### config.mk
export PLATFORM = sky130hd
export DESIGN_NAME = nibble_serial_adder
export DESIGN_NICKNAME = d
export VERILOG_FILES = /design/src/rtl/nibble_serial_adder_pkg.sv /design/src/rtl/bitfouradder.sv /design/src/rtl/nibble_serial_adder.sv
export SDC_FILE = /design/constraint.sdc
export NUM_CORES = 1
export LEC_CHECK = 0
export ABC_AREA = 0
export CAP_MARGIN = 20
export CORE_MARGIN = 2
export CORE_UTILIZATION = 45
export CTS_CLUSTER_SIZE = 28
export DETAILED_ROUTE_END_ITERATION = 12
export GPL_TIMING_DRIVEN = 0
export PLACE_DENSITY = 0.72
export REMOVE_ABC_BUFFERS = 1
export SLEW_MARGIN = 20
export SYNTH_ARGS = -nofsm -noshare
export SYNTH_HDL_FRONTEND = slang
export SYNTH_SLANG_ARGS = --single-unit
### constraint.sdc
create_clock -name clk -period 5.3 [get_ports clk]
set_clock_uncertainty 0.2 [all_clocks]
set_input_delay 1.06 -clock clk [delete_from_list [all_inputs] [get_ports clk]]
set_output_delay 1.06 -clock clk [all_outputs]
set_load 0.02 [all_outputs]
### src/rtl/nibble_serial_adder_pkg.sv
// nibble_serial_adder_pkg: shared slice width and controller state encoding
package nibble_serial_adder_pkg;
    localparam int SLICE = 4;
    typedef enum logic [1:0] {
        IDLE = 2'd0,
        RUN  = 2'd1,
        DONE = 2'd2
    } state_t;
endpackage

### src/rtl/bitfouradder.sv
// bitfouradder: 4-bit ripple-carry adder slice
module bitfouradder
    import nibble_serial_adder_pkg::*;
(
    input  logic [SLICE-1:0] a,
    input  logic [SLICE-1:0] b,
    input  logic             cin,
    output logic [SLICE-1:0] sum,
    output logic             cout
);
    logic [SLICE:0] c;
    assign c[0] = cin;
    for (genvar i = 0; i < SLICE; i++) begin : g_fa
        assign sum[i]  = a[i] ^ b[i] ^ c[i];
        assign c[i+1]  = (a[i] & b[i]) | (c[i] & (a[i] ^ b[i]));
    end
    assign cout = c[SLICE];
endmodule

### src/rtl/nibble_serial_adder.sv
// nibble_serial_adder: W-bit adder computed one 4-bit slice per clock, LSB first
module nibble_serial_adder
    import nibble_serial_adder_pkg::*;
#(
    parameter  int NIBBLES = 4,
    localparam int W       = SLICE * NIBBLES
) (
    input  logic         clk,
    input  logic         rst_n,
    input  logic         start,
    input  logic [W-1:0] Ain,
    input  logic [W-1:0] Bin,
    input  logic         Cin,
    output logic         busy,
    output logic         done,
    output logic [W-1:0] S,
    output logic         Cout,
    output logic         overflow
);
    localparam int CW = (NIBBLES > 1) ? $clog2(NIBBLES) : 1;
    state_t           state, state_n;
    logic [W-1:0]     a_q, b_q;
    logic             carry;
    logic [CW-1:0]    cnt;
    logic [SLICE-1:0] sum;
    logic             co;
    logic             last;
    bitfouradder u_slice (
        .a    (a_q[cnt*SLICE +: SLICE]),
        .b    (b_q[cnt*SLICE +: SLICE]),
        .cin  (carry),
        .sum  (sum),
        .cout (co)
    );
    assign last = (cnt == CW'(NIBBLES - 1));
    always_comb begin
        state_n = (state == IDLE) ? (start ? RUN : IDLE) :
                  (state == RUN)  ? (last ? DONE : RUN) : IDLE;
        busy    = (state == RUN);
        done    = (state == DONE);
    end
    always_ff @(posedge clk or negedge rst_n) begin
        if (!rst_n) begin
            state    <= IDLE;
            a_q      <= '0;
            b_q      <= '0;
            carry    <= 1'b0;
            cnt      <= '0;
            S        <= '0;
            Cout     <= 1'b0;
            overflow <= 1'b0;
        end else begin
            state <= state_n;
            if (state == IDLE && start) begin
                a_q   <= Ain;
                b_q   <= Bin;
                carry <= Cin;
                cnt   <= '0;
            end
            if (state == RUN) begin
                S[cnt*SLICE +: SLICE] <= sum;
                carry                 <= co;
                cnt                   <= cnt + 1'b1;
                // the top slice's sum bit is the result sign used for overflow
                if (last) begin
                    Cout     <= co;
                    overflow <= (a_q[W-1] == b_q[W-1]) && (sum[SLICE-1] != a_q[W-1]);
                end
            end
        end
    end
endmodule

==> metrics.txt <==
status=completed; critical hold path startpoint=S[14]$_DFFE_PN0P_; buffers added on ports=55; TritonCTS Sinks=55; layout cell share with drive strength beyond 1=22.7%; final net count=288; Max VDD drop=0.268 mV; via/cell ratio=5.30; Yosys top cell by area=dfrtp_1; Leakage=1.40 nW; CTS root buffer=clkbuf_8; met3 wire len=291 um; utilization after layout=59.4%; post-route setup slack=1600 ps; first drt pass iteration count=4; pre-CTS WS=1560 ps; max_slew headroom=44.3%; Worst Hold Endpoint=S[14]$_DFFE_PN0P_; post-CTS sizing=0; M1 WL=2.02 mm; Total GRT Usage=16.8%; MaxCap Viol Count=0; Hold Crit Depth=2; Clock transition at path regs=90 ps; cell count after synthesis=186; CTS Hold Buffers Added=0; Hold Path Class=reg -> reg; FF-to-FF Start=cnt[0]$_DFFE_PN0P_; final HPWL from detailed placement=3.49 mm; Final min period=3700 ps; routed vias=1663; Routed WL per cell=15.2 um; Fin. Hold Viols=0; clock latency on the worst-skew pair=310 ps; GR Overflow Total=0; first-pass GRT wire length=8.22 mm; adder-cell share of the synthesized area=5.96%; most frequent cells in the layout=dfrtp_1, clkdlybuf4s50_1, mux2_2, nand2_1, inv_1; Total Wirelength=4.78 mm; largest net degree at the start of global routing=56; Power, Total=2.12 mW; Cell Chain, Critical Path=mux4_2, inv_1, fa_1, inv_1, fa_1, inv_1, fa_1, inv_1, fa_1, nand2b_1, o22ai_1, mux2_2; core area=5540 um^2; Crit-path slowest cell=dfrtp_1; Area growth syn-to-layout=26.4%; Final period util=69.9%; Yosys reg bits=55; Crit. End Element=flip-flop; Synth Area in Simple Gates=8.17%; Least-Margin Pin Slew=836 ps; max incr delay on CP=900 ps; Synth top area share=52.9%; flop-to-flop setup slack=1600 ps; DRT iter0 DRCs=93; CTS H-tree depth=2; Peak Freq=0.270 GHz; CP Data Required Time=5300 ps; CP arrival=3700 ps; mux cell area share after synthesis=22.0%; top layer in use=met4; PD cells=646 nW/um^2; largest family of logic cells by synthesized area=multiplexers; number of antenna violations at the first check in global routing=0; I/O pin count=56; CTS tree=yes; Placer Congestion=0.790; Startpoint Class=flip-flop; met2 WL post-DR=2.41 mm; mapped cell area=2600 um^2; Yosys cell types=31; critical path peak fanout=17; Initial Util=47.0%; Die X=80.1 um; clk buf depth=2; post-synthesis compound-gate area fraction=6.73%; endpoints failing setup=0; vias in the first global route=1718; commonest non-fill, non-tap cell in the layout=dfrtp_1; Post-CTS Setup Bufs=0; Slew Viols, Final=0; unrepaired setup endpoints after global routing=no; FF-to-FF path depth=12; Die ar.=6410 um^2; FP Rows=27; Post-route DRC=0; critical path type=reg -> reg; RR Endpoint=overflow$_DFFE_PN0P_; Synth area leaders=dfrtp_1, mux2_2, mux4_2; TritonCTS Buffers=5; Setup TNS Final=0 ps; Chip Height=80.1 um; Fin Hold WS=281 ps; Synth Area in XOR/XNOR=0%; Seq/Total Area, Yosys=52.9%; Antenna Cells=0; Synth Area per Inst=14.0 um^2; Ys Warns=0; Post-DRT Antenna Nets=0
## worst max-delay path, delay by kind of cell (launching register included)
family,cells,cell delay (ps)
AO/OA/AOI/OAI,1,70
adder cells (fa/ha/maj),4,1180
buffers and inverters,4,250
flip-flops,1,900
multiplexers,2,860
AND/OR/NAND/NOR,1,110
## synth_stat cells, drive strengths merged
library cell / count
a22o: 3
a22oi: 1
and2b: 1
buf: 6
clkbuf: 2
dfrtp: 55
fa: 4
ha: 6
inv: 12
mux2: 34
mux2i: 1
mux4: 8
nand2: 21
nand2b: 4
nand3b: 5
nor2: 1
nor2b: 1
nor3b: 1
nor4b: 1
o21a: 1
o21ai: 3
o21bai: 1
o22ai: 1
o31ai: 6
o41ai: 6
or4b: 1
## metrics by stage
| step | area, um^2 | std cells |
|---|---|---|
| after global placement | 3180 | 305 |
| after floorplan | 2540 | 178 |
| after detailed placement | 3200 | 307 |
| after global routing | 3290 | 314 |
| after CTS | 3290 | 314 |
| final | 3290 | 314 |
## per-layer routing
| metal | global-route usage, % | vias to the layer above |
|---|---|---|
| met1 | 21.3 | 834 |
| met2 | 28.3 | 52 |
| met3 | 4.49 | 6 |
| met5 | 0 | - |
| li1 | - | 771 |
| met4 | 5.08 | 0 |
## power by group
part	switching (mW)	internal, mW	leakage [nW]	total [mW]
clock network	0.131	0.103	0.0470	0.234
registers	0.157	0.609	0.683	0.766
logic	0.561	0.562	0.666	1.12
total	0.849	1.27	1.40	2.12
## worst max path at each step
stage,startpoint,end,slack [ps],cells past startpoint
6_report,cnt[0]$_DFFE_PN0P_,overflow$_DFFE_PN0P_,1600,12
5_1_grt,cnt[0]$_DFFE_PN0P_,S[7]$_DFFE_PN0P_,1290,11
4_1_cts,cnt[0]$_DFFE_PN0P_,S[15]$_DFFE_PN0P_,1530,11
3_5_place_dp,cnt[0]$_DFFE_PN0P_,overflow$_DFFE_PN0P_,1560,12
3_3_place_gp,rst_n,b_q[3]$_DFFE_PN0P_,1270,1
2_1_floorplan,cnt[0]$_DFFE_PN0P_,overflow$_DFFE_PN0P_,1940,12
## state kept, by name, indices dropped and copies added (netlist names)
register and flops:
state 2, Cout 1, cnt 2, overflow 1, S 16, carry 1, b_q 16, a_q 16
## final cells by class
cell class | count | area (um^2)
Clock buffer | 6 | 82.6
Clock inverter | 1 | 5.00
Fill cell | 484 | 2250
Inverter | 12 | 45.0
Multi-Input combinational cell | 111 | 1120
Sequential cell | 55 | 1380
Tap cell | 72 | 90.1
Timing Repair Buffer | 57 | 574
## logic make-up after synthesis
| group | Yosys count |
|---|---|
| flops | 55 |
| mux | 43 |
| simple gates | 36 |
| compound gates | 22 |
| buf+inv | 20 |
| fa+ha+maj | 10 |
Power figures use the tool's default switching activity.
